File: src/rtl/id_ex_stage.sv
// ID/EX pipeline register with MEM/WB operand forwarding and a one-cycle load-use interlock.
// Drives the ALU operand and opcode inputs combinationally from the registered EX state.
module id_ex_stage #(
  parameter int XLEN = 32,
  parameter int REGW = 5
) (
  input  logic            clk,
  input  logic            rst,
  input  logic            id_valid,
  input  logic [XLEN-1:0] id_pc,
  input  logic [XLEN-1:0] id_rs1_data,
  input  logic [XLEN-1:0] id_rs2_data,
  input  logic [XLEN-1:0] id_imm,
  input  logic [REGW-1:0] id_rs1,
  input  logic [REGW-1:0] id_rs2,
  input  logic            id_use_rs1,
  input  logic            id_use_rs2,
  input  logic [REGW-1:0] id_rd,
  input  logic [5:0]      id_aluc,
  input  logic            id_src_imm,
  input  logic            id_src_pc,
  input  logic            id_reg_we,
  input  logic            id_mem_re,
  input  logic            id_mem_we,
  input  logic            flush,
  input  logic [REGW-1:0] mem_rd,
  input  logic            mem_reg_we,
  input  logic [XLEN-1:0] mem_result,
  input  logic [REGW-1:0] wb_rd,
  input  logic            wb_reg_we,
  input  logic [XLEN-1:0] wb_result,
  output logic            stall,
  output logic [XLEN-1:0] alu_a,
  output logic [XLEN-1:0] alu_b,
  output logic [5:0]      alu_aluc,
  output logic            ex_valid,
  output logic [REGW-1:0] ex_rd,
  output logic            ex_reg_we,
  output logic            ex_mem_re,
  output logic            ex_mem_we,
  output logic [XLEN-1:0] ex_store_data
);

  localparam logic [5:0] ALUC_ADD = 6'b000000;

  logic            vld_p0;
  logic [XLEN-1:0] pc_p0;
  logic [XLEN-1:0] rs1_data_p0;
  logic [XLEN-1:0] rs2_data_p0;
  logic [XLEN-1:0] imm_p0;
  logic [REGW-1:0] rs1_p0;
  logic [REGW-1:0] rs2_p0;
  logic [REGW-1:0] rd_p0;
  logic [5:0]      aluc_p0;
  logic            src_imm_p0;
  logic            src_pc_p0;
  logic            reg_we_p0;
  logic            mem_re_p0;
  logic            mem_we_p0;

  logic            hit_rs1;
  logic            hit_rs2;
  logic            squash;
  logic [XLEN-1:0] fwd_rs1;
  logic [XLEN-1:0] fwd_rs2;

  // MEM is the younger producer, so it wins over WB; x0 is never a forwarding target.
  function automatic logic [XLEN-1:0] fwd_sel(
    input logic [REGW-1:0] src,
    input logic [XLEN-1:0] reg_val,
    input logic [REGW-1:0] m_rd,
    input logic            m_we,
    input logic [XLEN-1:0] m_val,
    input logic [REGW-1:0] w_rd,
    input logic            w_we,
    input logic [XLEN-1:0] w_val
  );
    logic [XLEN-1:0] sel;
    sel = reg_val;
    if (m_we && (m_rd != '0) && (m_rd == src)) begin
      sel = m_val;
    end else if (w_we && (w_rd != '0) && (w_rd == src)) begin
      sel = w_val;
    end
    return sel;
  endfunction

  // A load in EX cannot supply its data until after MEM, so a dependent ID op waits one cycle.
  always_comb begin
    hit_rs1 = id_use_rs1 && (id_rs1 == rd_p0);
    hit_rs2 = id_use_rs2 && (id_rs2 == rd_p0);
    stall   = id_valid && vld_p0 && mem_re_p0 && (rd_p0 != '0) && (hit_rs1 || hit_rs2);
  end

  assign squash = rst || flush || stall;

  // ---- ID -> EX boundary ----
  always_ff @(posedge clk) begin
    if (squash) begin
      vld_p0      <= 1'b0;
      pc_p0       <= '0;
      rs1_data_p0 <= '0;
      rs2_data_p0 <= '0;
      imm_p0      <= '0;
      rs1_p0      <= '0;
      rs2_p0      <= '0;
      rd_p0       <= '0;
      aluc_p0     <= ALUC_ADD;
      src_imm_p0  <= 1'b0;
      src_pc_p0   <= 1'b0;
      reg_we_p0   <= 1'b0;
      mem_re_p0   <= 1'b0;
      mem_we_p0   <= 1'b0;
    end else begin
      vld_p0      <= id_valid;
      pc_p0       <= id_pc;
      rs1_data_p0 <= id_rs1_data;
      rs2_data_p0 <= id_rs2_data;
      imm_p0      <= id_imm;
      rs1_p0      <= id_rs1;
      rs2_p0      <= id_rs2;
      rd_p0       <= id_rd;
      aluc_p0     <= id_aluc;
      src_imm_p0  <= id_src_imm;
      src_pc_p0   <= id_src_pc;
      reg_we_p0   <= id_reg_we;
      mem_re_p0   <= id_mem_re;
      mem_we_p0   <= id_mem_we;
    end
  end

  always_comb begin
    fwd_rs1 = fwd_sel(rs1_p0, rs1_data_p0, mem_rd, mem_reg_we, mem_result,
                      wb_rd, wb_reg_we, wb_result);
    fwd_rs2 = fwd_sel(rs2_p0, rs2_data_p0, mem_rd, mem_reg_we, mem_result,
                      wb_rd, wb_reg_we, wb_result);
  end

  assign alu_a         = src_pc_p0  ? pc_p0  : fwd_rs1;
  assign alu_b         = src_imm_p0 ? imm_p0 : fwd_rs2;
  assign alu_aluc      = aluc_p0;
  assign ex_store_data = fwd_rs2;
  assign ex_valid      = vld_p0;
  assign ex_rd         = rd_p0;
  assign ex_reg_we     = reg_we_p0;
  assign ex_mem_re     = mem_re_p0;
  assign ex_mem_we     = mem_we_p0;

endmodule

File: config.mk
export PLATFORM = sky130hd
export DESIGN_NAME = id_ex_stage
export DESIGN_NICKNAME = d
export VERILOG_FILES = /design/src/rtl/id_ex_stage.sv
export SDC_FILE = /design/constraint.sdc
export NUM_CORES = 1
export LEC_CHECK = 0
export CAP_MARGIN = 10
export CORE_ASPECT_RATIO = 1.25
export CORE_MARGIN = 2
export CORE_UTILIZATION = 37
export CTS_CLUSTER_SIZE = 10
export DETAILED_ROUTE_END_ITERATION = 8
export GPL_ROUTABILITY_DRIVEN = 0
export HOLD_SLACK_MARGIN = 0.1
export PLACE_DENSITY = 0.87
export SYNTH_ARGS = -nofsm -noshare
export SYNTH_HDL_FRONTEND = slang
export SYNTH_SLANG_ARGS = --single-unit
File: constraint.sdc
create_clock -name clk -period 1.9 [get_ports clk]
set_clock_uncertainty 0.1 [all_clocks]
set_input_delay 0.19 -clock clk [delete_from_list [all_inputs] [get_ports clk]]
set_output_delay 0.19 -clock clk [all_outputs]
set_load 0.005 [all_outputs]
==> results of run 1 <==
==> routing by layer <==
metal,routed length [um],vias to the layer above
li1,-,3847
met1,14060,4303
met2,21010,697
met3,3877,212
met4,2890,2
met5,12,-
==> worst min-delay path by stage <==
stage / slack (ps) / end / start
floorplan: 210 / rs1_p0[0] / id_rs1[0]
global placement: 660 / rs2_data_p0[12] / id_rs2_data[12]
detailed placement: 660 / pc_p0[28] / id_pc[28]
CTS: 200 / alu_aluc[3] / id_aluc[3]
global route: 210 / ex_rd[2] / id_rd[2]
finish: 210 / pc_p0[2] / id_pc[2]
==> Yosys cell counts <==
master / count / share of area (%)
nor4_1: 30 / 2.6
or2_1: 1 / 0.087
clkbuf_1: 57 / 3.0
xor2_1: 10 / 1.2
nor2_1: 8 / 0.42
or2_2: 1 / 0.087
buf_6: 3 / 0.47
inv_1: 19 / 0.99
nand4_1: 4 / 0.35
xnor2_1: 20 / 2.4
mux2_2: 30 / 4.7
a31oi_1: 30 / 2.6
nand2b_1: 13 / 1.1
mux2i_1: 32 / 4.4
o2111ai_1: 1 / 0.12
or4_1: 1 / 0.10
and2_1: 157 / 14
dfxtp_1: 155 / 43
a211oi_1: 3 / 0.31
nor2b_1: 1 / 0.087
nand2_1: 35 / 1.8
or4_4: 1 / 0.16
o31ai_2: 5 / 0.87
o31a_1: 2 / 0.24
a221oi_1: 19 / 2.3
nor3_1: 51 / 3.5
o31ai_1: 40 / 4.2
or4b_1: 1 / 0.14
o211ai_2: 1 / 0.17
nor4_4: 1 / 0.29
nand3_1: 31 / 2.1
o22ai_1: 1 / 0.087
buf_1: 2 / 0.10
buf_4: 2 / 0.21
nor3_2: 1 / 0.14
a21oi_1: 14 / 0.97
buf_2: 15 / 1.0
==> flip-flops by register name, indices dropped and copies added, names as in the netlist, 5 cells and up <==
register and flops:
rs2_p0 5, rs1_data_p0 32, rs2_data_p0 32, imm_p0 32
rs1_p0 5, pc_p0 32, ex_rd 5, alu_aluc 6
==> kinds of logic (layout without fill, tap and decap cells) <==
logic type             after synthesis  after routing  synth area share, %
AND/OR/NAND/NOR                    337            337                26.68
XOR/XNOR                            30             30                3.638
AO/OA/AOI/OAI                      116            116                11.83
flip-flops                         155            155                42.97
multiplexers                        62             62                9.113
other                                0              4                    0
buffers and inverters               98            628                5.769
==> final cells by class <==
class / instances / share of cell area [%]
diodes: 4 / 0.06523
clock buffers: 17 / 2.772
clock inverters: 15 / 1.288
inverters: 19 / 0.4648
multi-input cells: 545 / 34.48
flip-flops and latches: 155 / 20.41
well taps: 265 / 2.161
repair buffers: 577 / 38.36
==> power by group through the flow <==
stage	Combinational, W	Sequential [W]	Clock [W]
2_1_floorplan	0.000624	0.00349	0
3_3_place_gp	0.00185	0.00350	0
3_5_place_dp	0.00189	0.00351	0
4_1_cts	0.00197	0.00344	0.00366
5_1_grt	0.00251	0.00346	0.00383
6_report	0.00243	0.00346	0.00370
==> critical path, cell delays in order (launching register included) <==
cell            delay [ps]
dfxtp_2                330
xor2_1                 150
or4b_4                 660
clkbuf_16              210
buf_12                 120
o31ai_4                230
a31oi_4                170
mux2_2                 290
dlymetal6s2s_1         150
==> what timing repair did <==
item / in CTS / in global routing
gates cloned: 6 / 21
buffers inserted: 26 / 56
hold buffers: 0 / 0
pin swaps: 36 / 152
setup endpoints to repair: 129 / 231
gates resized for setup: 306 / 293
==> metrics by stage <==
stage	setup TNS, ps	cell area [sq um]	hold slack (ps)
final	-99430	15340	211.2
after floorplan	-9539	7450	211.6
after global routing	-109170	15340	207.3
after global placement	-136630	12210	657.5
after detailed placement	-145390	12210	658.6
after CTS	-93720	13650	199.4
==> results.sh, run 1 <==
export IMPL_layout_commonest_cell="clkdlybuf4s50_1"
export IMPL_grt_max_degree=31
export IMPL_ff2ff_path_depth=9
export IMPL_track_usage_pct=31.66
export IMPL_drc=0
export IMPL_drive_gt1_share_pct=47.06
export IMPL_hold_viol=0
export IMPL_syn_avg_cell_area_sq_um=9.050
export IMPL_areaGrowthSynthToFinish_pct=112.5
export IMPL_arrival_ps=2770
export IMPL_clkPwrFrac_pct=38.6
export IMPL_start_kind="flop"
export IMPL_max_freq_mhz=326.6
export IMPL_worst_slack_ps=-1162
export IMPL_total_leakage_power_nw=6.441
export IMPL_timing_slew_headroom_pct=63.17
export IMPL_ant_nets=0
export IMPL_grt_pass1_vias=8528
export IMPL_finalPower_w=0.009584
export IMPL_rrSetupSlack_ps=-120
export IMPL_p_switching_w=0.002793
export IMPL_nets=1551
export IMPL_seqCellArea_sq_mm=0.003132
export IMPL_ys_seq_area_share_pct=42.97
export IMPL_grtUsageMet1_pct=33.93
export IMPL_gr_total_overflow=0
export IMPL_hold_depth=2
export IMPL_multiInputGateArea_sq_mm=0.005291
export IMPL_syn_num_nets=1034
export IMPL_num_rows=57
export IMPL_pin_count=348
export IMPL_critPathCapture="alu_b[28]"
export IMPL_wl_per_cell_um=26.20
export IMPL_synth_cells=798
export IMPL_ir_drop_mv=0.7325
export IMPL_vias_per_cell=5.674
export IMPL_critPathKind="flop to primary output"
export IMPL_start_util_pct=37.37
export IMPL_setup_viol=236
export IMPL_grt_busiest_layer="met2"
export IMPL_place_ws_ps=-1367
export IMPL_yosys_warnings=0
export IMPL_path_clk_slew_ps=70
export IMPL_firstDrtPassIters=6
export IMPL_root_buffer="clkbuf_16"
export IMPL_clockBufferDepth=2
export IMPL_power_internal_w=0.006791
export IMPL_worstMarginPinSlew_ps=548.2
export IMPL_drt_iter0_drc=722
export IMPL_violations="setup timing"
export IMPL_dr_total_vias=9061
export IMPL_swShare_pct=29.15
export IMPL_reg2reg_from="ex_rd[0]"
export IMPL_antenna_found_initial=5
export IMPL_ys_types=37
export IMPL_power_density_mw_per_mm2=624.6
export IMPL_placed_cells=1461
export IMPL_fin_util_pct=79.39
export IMPL_worstSetupEndpointType="primary output"
export IMPL_die_area_sq_mm=0.02066
export IMPL_cts_tree="built"
export IMPL_period_minus_slack_ps=3062
export IMPL_grt_pass1_wl_um=49120
export IMPL_crit_start="rs2_p0[0]"
export IMPL_final_cell_mix="clkdlybuf4s50_1, buf_4, dfxtp_1, and2_4, and2_1"
export IMPL_die_w_um=129.0
export IMPL_finalWirelength_um=41850
export IMPL_rsz0062_at_grt="yes"
export IMPL_synth_area_sq_mm=0.007222
export IMPL_met3_usage_pct=8.643
export IMPL_die_h_um=160.2
export IMPL_fin_crit_sh_pct=161.2
export IMPL_numCtsBuffers=17
export IMPL_r2r_end="rs2_data_p0[20]"
export IMPL_worstPathMaxFanout=5
export IMPL_hold_path_class="input pin to flop"
export IMPL_core_sq_mm=0.01933
export IMPL_fillCellCount=1054
export IMPL_grtUsageMet2_pct=54.30
export IMPL_power_frac_comb_pct=25.3
export IMPL_cp_required_ps=1610
export IMPL_port_buffers=347
export IMPL_cap_viol_max_count=0
export IMPL_seqPwrFrac_pct=36.1
export IMPL_dp_hpwl_um=23310
export IMPL_report_final_slew_viol_count=0
export IMPL_clk_latency_ps=440
export IMPL_status="finished, violations left"
export IMPL_htreeDepth=4
export IMPL_instances_no_fill=1597
export IMPL_cts_sinks=155
export IMPL_ys_ff_latch=155
Note: power is estimated with default switching activity, not from simulation.
==> run 2: changes to the inputs <==
--- a/config.mk
+++ b/config.mk
@@ -6,7 +6,7 @@
 export NUM_CORES = 1
 export LEC_CHECK = 0
 export CAP_MARGIN = 10
-export CORE_ASPECT_RATIO = 1.25
+export CORE_ASPECT_RATIO = 0.6
 export CORE_MARGIN = 2
 export CORE_UTILIZATION = 37
 export CTS_CLUSTER_SIZE = 10
==> results.sh, run 2 (synthesis results as in run 1) <==
export IMPL_status="finished, violations left"
export IMPL_violations="setup timing"
export IMPL_areaGrowthSynthToFinish_pct=102.9
export IMPL_rsz0062_at_grt="yes"
export IMPL_wl_per_cell_um=24.19
export IMPL_vias_per_cell=5.483
export IMPL_num_rows=39
export IMPL_dp_hpwl_um=22780
export IMPL_layout_commonest_cell="clkdlybuf4s50_1"
export IMPL_worstMarginPinSlew_ps=449.7
export IMPL_hold_end="ex_rd[0]"
export IMPL_placed_cells=1450
export IMPL_cp_required_ps=1610
export IMPL_total_leakage_power_nw=5.916
export IMPL_drive_gt1_share_pct=40.15
export IMPL_worstSetupEndpointType="primary output"
export IMPL_dr_total_vias=8646
export IMPL_die_w_um=184.4
export IMPL_place_ws_ps=-1461
export IMPL_hold_path_class="input pin to flop"
export IMPL_grt_pass1_vias=8517
export IMPL_nets=1533
export IMPL_clk_latency_ps=430
export IMPL_start_util_pct=37.85
export IMPL_track_usage_pct=32.47
export IMPL_max_freq_mhz=322.0
export IMPL_multiInputGateArea_sq_mm=0.005029
export IMPL_final_cell_mix="clkdlybuf4s50_1, and2_1, dfxtp_1, buf_4, buf_6"
export IMPL_die_h_um=112.2
export IMPL_port_buffers=347
export IMPL_hold_depth=2
export IMPL_rrSetupSlack_ps=-10
export IMPL_grt_pass1_wl_um=50270
export IMPL_r2r_end="rs2_data_p0[26]"
export IMPL_critPathKind="flop to primary output"
export IMPL_cts_tree="built"
export IMPL_period_minus_slack_ps=3106
export IMPL_drc=0
export IMPL_grtUsageMet2_pct=51.63
export IMPL_core_sq_mm=0.01908
export IMPL_start_kind="flop"
export IMPL_path_clk_slew_ps=60
export IMPL_htreeDepth=4
export IMPL_worstPathMaxFanout=8
export IMPL_seqCellArea_sq_mm=0.003138
export IMPL_grt_busiest_layer="met2"
export IMPL_ir_drop_mv=0.6193
export IMPL_firstDrtPassIters=5
export IMPL_clockBufferDepth=2
export IMPL_ant_nets=0
export IMPL_grt_max_degree=81
export IMPL_report_final_slew_viol_count=0
export IMPL_gr_total_overflow=0
export IMPL_antenna_found_initial=1
export IMPL_hold_start="id_rd[0]"
export IMPL_met3_usage_pct=10.03
export IMPL_grtUsageMet1_pct=41.29
export IMPL_fin_crit_sh_pct=163.5
export IMPL_setup_tns_final_ps=-91220
export IMPL_cap_viol_max_count=0
export IMPL_cts_sinks=155
export IMPL_arrival_ps=2820
export IMPL_die_area_sq_mm=0.02069
export IMPL_finalPower_w=0.009375
export IMPL_drt_iter0_drc=1012
export IMPL_timing_slew_headroom_pct=70.02
export IMPL_numCtsBuffers=17
export IMPL_placed_area_sq_mm=0.01204
export IMPL_worst_slack_ps=-1206
export IMPL_design_area_sq_mm=0.01465
export IMPL_ff2ff_path_depth=9
export IMPL_instances_no_fill=1577
export IMPL_setup_viol=98
export IMPL_reg2reg_from="ex_rd[3]"
export IMPL_hold_viol=0
export IMPL_root_buffer="clkbuf_16"
export IMPL_power_density_mw_per_mm2=639.8
export IMPL_fillCellCount=1160
export IMPL_finalWirelength_um=38150
export IMPL_pin_count=348
## run 2: timing repair
item,CTS,global route
buffers inserted,45,46
endpoints found under the setup margin,99,175
pin swaps,28,45
hold buffers,0,0
resized for setup,325,215
cloned,3,5
## run 2: critical path, stage by stage, from the launching register on
cell     delay, ps
dfxtp_4        360
xor2_2         190
or4b_4         600
buf_12         180
buf_12         130
buf_8          120
o31ai_4        240
a31oi_2        150
mux2_4         290
buf_6          110
## run 2: worst max path at each step
stage / from / depth (start not counted) / slack, ps / end
after floorplan: rs2_p0[3] / 7 / -240 / alu_b[22]
final: rs2_p0[3] / 9 / -1210 / alu_b[22]
after global routing: rs2_p0[3] / 9 / -1260 / alu_b[19]
after CTS: rs2_p0[4] / 7 / -1230 / alu_b[23]
after global placement: wb_rd[4] / 8 / -1380 / alu_b[31]
after detailed placement: wb_rd[4] / 8 / -1460 / alu_b[31]
## run 2: final cells by class
class	count	area share, %
multi-input combinational	545	34.32
tap	266	2.271
sequential	155	21.42
inverter	19	0.4867
antenna	1	0.01708
clock inverter	13	1.110
clock buffer	19	3.091
timing repair buffer	559	37.29
## run 2: where the power goes
group	internal, W	total (W)	leakage (nW)	switching (W)
Combinational	0.00129	0.00225	4.34	0.000962
Sequential	0.00338	0.00346	1.28	0.0000832
Clock	0.00215	0.00366	0.297	0.00151
Total	0.00682	0.00937	5.92	0.00256
## run 2: through the flow
step | hold slack (ps) | utilization (%)
3_3_place_gp | 651.4 | 63.13
3_5_place_dp | 657.8 | 63.13
4_1_cts | 191.5 | 71.65
6_report | 210.7 | 76.80
5_1_grt | 196.1 | 76.80
2_1_floorplan | 211.6 | -
## run 2: metal layers
metal | vias up | wire [um]
li1 | 3800 | -
met4 | 0 | 1574
met3 | 144 | 4152
met5 | - | 0
met1 | 4070 | 14950
met2 | 632 | 17480
==> run 3: changes to the inputs <==
--- a/config.mk
+++ b/config.mk
@@ -9,11 +9,12 @@
 export CORE_ASPECT_RATIO = 0.6
 export CORE_MARGIN = 2
 export CORE_UTILIZATION = 37
-export CTS_CLUSTER_SIZE = 10
+export CTS_CLUSTER_SIZE = 24
 export DETAILED_ROUTE_END_ITERATION = 8
 export GPL_ROUTABILITY_DRIVEN = 0
 export HOLD_SLACK_MARGIN = 0.1
 export PLACE_DENSITY = 0.87
+export RECOVER_POWER = 100
 export SYNTH_ARGS = -nofsm -noshare
 export SYNTH_HDL_FRONTEND = slang
 export SYNTH_SLANG_ARGS = --single-unit
==> results.sh, run 3 (synthesis results as in run 1) <==
export IMPL_status="finished, violations left"
export IMPL_violations="setup timing"
export IMPL_multiInputGateArea_sq_mm=0.005029
export IMPL_power_internal_w=0.006812
export IMPL_final_cell_mix="clkdlybuf4s50_1, and2_1, dfxtp_1, buf_4, buf_6"
export IMPL_placed_cells=1450
export IMPL_cp_required_ps=1610
export IMPL_pin_count=348
export IMPL_max_freq_mhz=322.1
export IMPL_clk_latency_ps=430
export IMPL_ir_drop_mv=0.6192
export IMPL_track_usage_pct=32.47
export IMPL_grt_busiest_layer="met2"
export IMPL_power_density_mw_per_mm2=639.6
export IMPL_design_area_sq_mm=0.01465
export IMPL_dp_hpwl_um=22780
export IMPL_fillCellCount=1160
export IMPL_seqCellArea_sq_mm=0.003138
export IMPL_grtUsageMet2_pct=51.63
export IMPL_worst_slack_ps=-1205
export IMPL_instances_no_fill=1577
export IMPL_hold_path_class="input pin to flop"
export IMPL_drt_iter0_drc=1014
export IMPL_worst_path_buf_inv=4
export IMPL_worstPathMaxFanout=8
export IMPL_grtUsageMet1_pct=41.29
export IMPL_placed_area_sq_mm=0.01204
export IMPL_core_sq_mm=0.01908
export IMPL_worstMarginPinSlew_ps=445.9
export IMPL_setup_viol=98
export IMPL_rsz0062_at_grt="yes"
export IMPL_grt_pass1_vias=8517
export IMPL_firstDrtPassIters=8
export IMPL_die_area_sq_mm=0.02069
export IMPL_arrival_ps=2820
export IMPL_swShare_pct=27.32
export IMPL_clkPwrFrac_pct=39.1
export IMPL_cpLargestDelayFamily="simple AND/OR/NAND/NOR gates"
export IMPL_clockBufferDepth=2
export IMPL_total_leakage_power_nw=5.952
export IMPL_cpMostUsedCell="buf_12"
export IMPL_cp_slowest_cell="or4b_4"
export IMPL_report_final_slew_viol_count=0
export IMPL_seqPwrFrac_pct=36.9
export IMPL_wl_per_cell_um=24.20
export IMPL_timing_slew_headroom_pct=70.27
export IMPL_htreeDepth=4
export IMPL_power_frac_comb_pct=24.0
export IMPL_critPathKind="flop to primary output"
export IMPL_vias_per_cell=5.498
export IMPL_slowest_delay_ps=600
export IMPL_cts_sinks=155
export IMPL_nets=1533
export IMPL_hold_viol=0
export IMPL_worstSetupEndpointType="primary output"
export IMPL_start_util_pct=37.85
export IMPL_ant_nets=0
export IMPL_antenna_found_initial=1
export IMPL_fin_util_pct=76.80
export IMPL_cts_tree="built"
export IMPL_layout_commonest_cell="clkdlybuf4s50_1"
export IMPL_numCtsBuffers=17
export IMPL_cts_hold_fix_buffers=0
export IMPL_met3_usage_pct=10.03
export IMPL_root_buffer="clkbuf_16"
export IMPL_finalWirelength_um=38170
export IMPL_path_clk_slew_ps=60
export IMPL_cp_cell_sequence="xor2_2, or4b_4, buf_12, buf_12, buf_8, o31ai_4, a31oi_2, mux2_4, buf_6"
export IMPL_num_rows=39
export IMPL_period_minus_slack_ps=3105
export IMPL_grt_pass1_wl_um=50270
export IMPL_areaGrowthSynthToFinish_pct=102.9
export IMPL_fin_crit_sh_pct=163.4
export IMPL_cap_viol_max_count=0
export IMPL_port_buffers=347
export IMPL_drc=0
export IMPL_drive_gt1_share_pct=40.15
export IMPL_grt_max_degree=81
export IMPL_gr_total_overflow=0
export IMPL_die_w_um=184.4
export IMPL_die_h_um=112.2
export IMPL_dr_total_vias=8671
export IMPL_start_kind="flop"
export IMPL_p_switching_w=0.002560
## run 3: cell count changes in the layout (fill, tap and decap cells not counted), sizes merged
cell           change
dlygate4sd3       +13
clkdlybuf4s50     -13
## run 3: timing repair
action                                  in CTS  in global routing
resized for setup                          325                215
endpoints found under the setup margin      99                175
pin swaps                                   28                 45
cloned                                       3                  5
buffers inserted                            45                 46
## run 3: worst paths after layout
kind,start,end,slack [ps],depth (start not counted)
worst min register to register,ex_valid,imm_p0[9],1160,6
worst max-delay path,rs2_p0[3],alu_b[22],-1210,9
worst max register to register,ex_rd[3],rs2_data_p0[26],-10,9
worst min-delay path,id_rd[0],ex_rd[0],210,2
## run 3: through the flow
step	total power [W]	setup TNS, ps	worst slack [ps]	hold slack (ps)
detailed placement	0.005348	-150430	-1461	657.8
CTS	0.009067	-93430	-1231	191.5
finish	0.009372	-91170	-1205	210.8
global placement	0.005307	-142820	-1384	651.4
floorplan	0.004112	-9539	-243.6	211.6
global route	0.009653	-98630	-1263	196.1
## run 3: layout make-up
cell class	instances	share of cell area, %
Timing Repair Buffer	559	37.29
Clock buffer	19	3.091
Inverter	19	0.4867
Multi-Input combinational cell	545	34.32
Antenna cell	1	0.01708
Tap cell	266	2.271
Clock inverter	13	1.110
Sequential cell	155	21.42
## run 3: worst register-to-register path, delay by kind of cell (launching register included)
family                 cells  cell delay (ps)
AND/OR/NAND/NOR            2              280
AO/OA/AOI/OAI              2              360
XOR/XNOR                   1              130
buffers and inverters      4              610
flip-flops                 1              370
## run 3: per-layer routing
layer / routed length [um] / share of wire, % / up-vias
met5: 0 / 0 / -
met4: 1554 / 4.1 / 0
met3: 4216 / 11 / 145
met2: 17550 / 46 / 646
met1: 14850 / 39 / 4083
li1: - / - / 3797
## run 3: power by group through the flow
stage               sequential [W]  combinational, W  clock [W]
detailed placement         0.00351           0.00184          0
finish                     0.00346           0.00225    0.00366
global placement           0.00351           0.00180          0
global route               0.00347           0.00234    0.00385
CTS                        0.00345           0.00197    0.00364
floorplan                  0.00349          0.000624          0
